`config.mk`:
```
export PLATFORM = sky130hd
export DESIGN_NAME = fpu_exp_fifo
export DESIGN_NICKNAME = d
export VERILOG_FILES = /design/src/rtl/fpu_pkg.sv /design/src/rtl/fpu_exp_fifo.sv
export SDC_FILE = /design/constraint.sdc
export NUM_CORES = 1
export LEC_CHECK = 0
export BUFFER_PORTS_ARGS = -buffer_cell sky130_fd_sc_hd__buf_2
export CAP_MARGIN = 20
export CELL_PAD_IN_SITES_DETAIL_PLACEMENT = 0
export CELL_PAD_IN_SITES_GLOBAL_PLACEMENT = 2
export CORE_ASPECT_RATIO = 0.5
export CORE_MARGIN = 3
export CORE_UTILIZATION = 43
export DETAILED_ROUTE_END_ITERATION = 12
export PLACE_DENSITY = 0.79
export SLEW_MARGIN = 20
export SYNTH_ARGS = -nofsm -noshare
export SYNTH_HDL_FRONTEND = slang
export SYNTH_SLANG_ARGS = --single-unit
```
`constraint.sdc`:
```
create_clock -name CLK -period 4.08 [get_ports CLK]
set_input_delay 1.02 -clock CLK [delete_from_list [all_inputs] [get_ports CLK]]
set_output_delay 1.02 -clock CLK [all_outputs]
set_load 0.01 [all_outputs]
```
`src/rtl/fpu_pkg.sv`:
```
// Shared definitions for the FPU result checker: word width and class codes.
package fpu_pkg;

    localparam int FP_W = 32;

    typedef enum logic [1:0] {
        CLS_IDLE     = 2'b00,
        CLS_MATCH    = 2'b01,
        CLS_ROUND    = 2'b10,
        CLS_DISMATCH = 2'b11
    } cls_t;

endpackage

```
`src/rtl/fpu_exp_fifo.sv`:
```
// Expected-value queue: power-of-two depth with an extra pointer MSB that separates full from empty.
module fpu_exp_fifo
    import fpu_pkg::*;
#(
    parameter int DEPTH = 8
) (
    input  logic            CLK,
    input  logic            RST,
    input  logic            push,
    input  logic            pop,
    input  logic [FP_W-1:0] din,
    output logic [FP_W-1:0] head,
    output logic            Empty,
    output logic            Full
);

    localparam int AW = $clog2(DEPTH);
    localparam logic [AW:0] PTR_ONE = 1;

    logic [FP_W-1:0] mem [DEPTH];
    logic [AW:0]     wr_ptr;
    logic [AW:0]     rd_ptr;

    assign head  = mem[rd_ptr[AW-1:0]];
    assign Empty = (wr_ptr == rd_ptr);
    assign Full  = (wr_ptr[AW] != rd_ptr[AW]) && (wr_ptr[AW-1:0] == rd_ptr[AW-1:0]);

    always_ff @(posedge CLK or posedge RST) begin
        if (RST) begin
            wr_ptr <= '0;
            rd_ptr <= '0;
        end else begin
            if (push) wr_ptr <= wr_ptr + PTR_ONE;
            if (pop)  rd_ptr <= rd_ptr + PTR_ONE;
        end
    end

    // Storage carries no reset; only the pointers define which entries are live.
    always_ff @(posedge CLK) begin
        if (push) mem[wr_ptr[AW-1:0]] <= din;
    end

endmodule

```
==> metrics.cfg, run 1 <==
[floorplan]
fp.dieW_um = 224.5
initial_utilization_pct = 44.40
boundaryPins = 70
rows = 39
fp.coreArea_um2 = 23130
dieArea_um2 = 25880
die_y_um = 115.3

[finish]
layout_commonest_cell = edfxtp_1
final_cell_mix = edfxtp_1 (256), buf_2 (69), mux4_2 (43)
antenna_cells = 0
drive_above_1_share_pct = 38.65
area.growth.synth_to_final_pct = 14.40
final_nets = 541

[yosys]
synth_top_family_by_area = multiplexers
synthSimpleGateAreaFrac_pct = 0.8773
synth_edf_count = 256
synth-xor-area-share_pct = 0.8529
synthDistinctLibCells = 24
synth_warnings = 0
synth_compound_gate_area_share_pct = 0
syn_area_um2 = 10270
synthArstFlopShare_pct = 3.030
syn_inst = 415
ys_seq_area_share_pct = 76.81
synth_ff_type = edfxtp_1
synth_nets = 453
synth_mux_area_share_pct = 19.52
ys_ff_latch = 264
avgSynthCellArea_um2 = 24.74
synth-adder-area-share_pct = 0.2437

[global_routing]
grt_pass1_vias = 4525
track_usage_pct = 14.60
grt_pass1_wl_mm = 28.41
grt_max_degree = 55
grt_antenna_before_repair = 1
overflow = 0

[hold_path]
worstHoldPathType = input port to asynchronous set/reset pin

[drt]
wl_per_cell_um = 22.35
drt-vias-per-instance = 5.274
ant_nets = 0
first_pass_iters = 5
drt-total-wl_mm = 18.48
drcViolationCount = 0
first_iter_violations = 318
via_count = 4362

[sta]
setup_violations = 0
relSlewSlack_pct = 40.06
fin_crit_sh_pct = 92.88
clock.fmax_mhz = 263.9
finClkSkew_ns = 0.01389
tightest_slew_ns = 0.8978
finalHoldViolCount = 0
rsz0062_at_grt = no
post-route-min-period_ns = 3.790
tns_ns = 0
whs_ns = 0.4537
drv_slew = 0

[run_status]
status = complete, no violations

[power_and_ir_drop]
p_leak_nw = 3.958
ir_drop_mv = 0.3126
p_per_area_nw_per_um2 = 704.0

[worst_setup_path]
crit_path_end_kind = primary output
critPathMaxFanout = 35
required_ns = 3.06
ff2ff_path_depth = 3
timing.rr.start = wr_ptr[0]
crit_arrival_ns = 2.77
start_kind = flip-flop
crit_type = flip-flop to primary output
reg2reg_to = mem[6][14]
rrSetupSlack_ns = 2.04

[clock_tree]
clk_latency_ns = 0.52
path_clk_slew_ns = 0.06
hold_buffers = 0
cts_root_buffer = clkbuf_16
cts_buffer_depth = 3
cts_tree = done
clock_sinks = 264
cts_setup_buffers = 0
ctsResizeCount = 0
h-tree-depth = 1
cts_buffers = 24

[run]
cap_violations = 0

[placement]
gp_congestion = 0.6644
dp_hpwl_mm = 10.33
io_buffers = 69

-- kinds of logic after synthesis --
kind of cell	Yosys count
flops	264
mux	98
buf+inv	23
simple gates	18
xor+xnor	10
fa+ha+maj	2
-- flip-flops by register name (all words and copies together) (netlist names) --
name	cells
rd_ptr	4
mem	256
wr_ptr	4
-- cell usage after synthesis (3+ instances only) --
cell type	number	area, um2
nand2b_1	3	18.77
mux4_2	43	968.4
xor2_1	5	43.79
dfrtp_1	8	200.2
mux2_4	27	405.4
buf_12	4	80.08
buf_2	9	45.04
clkbuf_1	4	15.01
nor2_1	5	18.77
xnor2_1	5	43.79
nand2_1	4	15.01
mux2_2	6	67.56
mux4_1	21	551.8
edfxtp_1	256	7687
-- worst max-delay path, cell delays in order, from the launching register on --
cell	delay, ns
dfrtp_4	0.84
buf_4	0.36
mux4_1	0.60
mux2_4	0.29
buf_2	0.14
-- per-layer routing --
metal  GRT usage, %  routed length [um]  vias up
li1               -                   -     1950
met1          21.16                8169     2295
met2          23.98                9162       88
met3          2.449                 848       27
met4          2.791                 287        2
met5              0                  13        -
-- final cells by class --
class	count	area (um2)
clock buffer	30	623.1
fill	1819	11380
inverter	2	7.507
multi-input combinational	128	2255
tap	307	384.1
sequential	264	7894
timing repair buffer	83	488.0
clock inverter	13	96.34
-- power by group --
group	internal [mW]	switching, mW	total [mW]
sequential	3.41	0.305	3.72
combinational	1.36	1.13	2.48
clock	1.15	0.921	2.07
total	5.92	2.35	8.27
-- how the worst max path moves through the flow --
stage / from / cells past startpoint / endpoint / slack [ns]
floorplan: push / 2 / mem[0][0] / 0.30
global placement: rd_ptr[0] / 4 / head[10] / 0.79
detailed placement: rd_ptr[0] / 4 / head[10] / 0.79
CTS: rd_ptr[0] / 4 / head[10] / 0.21
global route: rd_ptr[0] / 4 / head[10] / 0.13
finish: rd_ptr[0] / 4 / head[10] / 0.29
-- per-stage QoR --
step / area [um2] / worst slack, ns / instances / power [mW] / util [%]
2_1_floorplan: 10270 / 0.2977 / 415 / 5.537 / -
3_3_place_gp: 11030 / 0.7887 / 784 / 6.312 / 47.68
3_5_place_dp: 11030 / 0.7865 / 784 / 6.338 / 47.68
4_1_cts: 11750 / 0.2092 / 827 / 8.401 / 50.79
5_1_grt: 11750 / 0.1348 / 827 / 8.677 / 50.79
6_report: 11750 / 0.2905 / 827 / 8.270 / 50.79
Power figures use the tool's default switching activity.
==> inputs of run 2 (changes only) <==
Clock period 4.08 ns to 3.7 ns, I/O delays scaled along.
==> run 2 against run 1 <==
Compared with the run above: sequential power rose by 8.9%; design area rose by 0.82%; critical path depth did not move; hold slack got worse by 0.075 ns; first-iteration DRC count rose by 23%; global-route usage fell by 0.28 points; register-to-register slack got worse by 0.29 ns; largest power group unchanged.
==> metrics.cfg, run 2 (synthesis gave the netlist of run 1 again) <==
[hold_path]
worstHoldPathType = input port to asynchronous set/reset pin

[global_routing]
grt_max_degree = 37
grt_antenna_before_repair = 0
track_usage_pct = 14.32
overflow = 0
grt_pass1_vias = 4620
grt_pass1_wl_mm = 27.97

[worst_setup_path]
critPathMaxFanout = 25
crit_arrival_ns = 2.54
rrSetupSlack_ns = 1.75
crit_type = flip-flop to primary output
crit_path_end_kind = primary output
start_kind = flip-flop
required_ns = 2.77

[clock_tree]
cts_setup_buffers = 0
clk_latency_ns = 0.50
cts_tree = done
cts_root_buffer = clkbuf_16
hold_buffers = 0
ctsResizeCount = 0
h-tree-depth = 1
cts_buffers = 24
cts_buffer_depth = 3
path_clk_slew_ns = 0.06
clock_sinks = 264

[sta]
post-route-min-period_ns = 3.466
clock.fmax_mhz = 288.6
fin_crit_sh_pct = 93.66
finalHoldViolCount = 0
tns_ns = 0
drv_slew = 0
rsz0062_at_grt = no
setup_violations = 0
tightest_slew_ns = 0.8849
finClkSkew_ns = 0.005010
relSlewSlack_pct = 40.92

[power_and_ir_drop]
ir_drop_mv = 0.3829
finalPower_mw = 9.172
p_leak_nw = 4.000
p_per_area_nw_per_um2 = 774.4

[finish]
register_area_um2 = 7894
layout_commonest_cell = edfxtp_1
final_cell_mix = edfxtp_1 (256), buf_2 (69), mux4_2 (43)
multi_input_area_um2 = 2255
finalInstanceArea_um2 = 11840
area.growth.synth_to_final_pct = 15.34
drive_above_1_share_pct = 39.39
antenna_cells = 0
fillCellCount = 1796
final_nets = 543
largest_reg_flops = 256

[floorplan]
fp.dieW_um = 224.5
fp.coreArea_um2 = 23130
die_y_um = 115.3
boundaryPins = 70
rows = 39
dieArea_um2 = 25880
initial_utilization_pct = 44.40

[placement]
dp_hpwl_mm = 10.71
io_buffers = 69
gp_congestion = 0.6902
placed_cell_area_um2 = 11110

[drt]
first_pass_iters = 4
drt-vias-per-instance = 5.240
via_count = 4349
wl_per_cell_um = 21.95
first_iter_violations = 391
ant_nets = 0
drcViolationCount = 0
drt-total-wl_mm = 18.22

[run]
cap_violations = 0

[run_status]
status = complete, no violations

run 2: power breakdown:
part,internal [mW],switching [mW]
sequential,3.76,0.288
combinational,1.53,1.29
clock,1.30,1.00
run 2: path summary, 6_finish.rpt:
| path | depth (start not counted) | end | from |
|---|---|---|---|
| max | 4 | head[17] | rd_ptr[0] |
| min | 2 | wr_ptr[1] | RST |
| max reg2reg | 3 | mem[4][25] | wr_ptr[0] |
| min reg2reg | 1 | rd_ptr[3] | rd_ptr[3] |
| max in group asynchronous | 2 | rd_ptr[0] | RST |
| min in group CLK | 1 | rd_ptr[3] | rd_ptr[3] |
run 2: metrics by stage:
step                worst slack, ns  utilization, %  hold slack, ns  instances
finish                       0.2344           51.21          0.3783        830
global route                0.04797           51.21          0.3997        830
CTS                          0.1490           51.21          0.3671        830
detailed placement           0.6953           48.01          0.4922        786
global placement             0.6906           48.01          0.4848        786
floorplan                   0.01274               -          0.4658        415
run 2: critical path, cell delays in order, from the launching register on:
cell	delay, ns
dfrtp_4	0.73
buf_4	0.32
mux4_1	0.57
mux2_4	0.27
buf_2	0.14
run 2: routing by layer:
layer / track usage [%] / wire, um
met5: 0 / 0
met4: 2.748 / 268
met3: 2.296 / 530
met2: 22.63 / 8568
met1: 21.57 / 8847
run 2: cell type report:
| type | instances | share of cell area (%) |
|---|---|---|
| clock buffers | 34 | 5.821 |
| repair buffers | 85 | 4.775 |
| flip-flops and latches | 264 | 66.65 |
| well taps | 307 | 3.243 |
| multi-input cells | 128 | 19.04 |
| inverters | 2 | 0.06338 |
| clock inverters | 10 | 0.4120 |
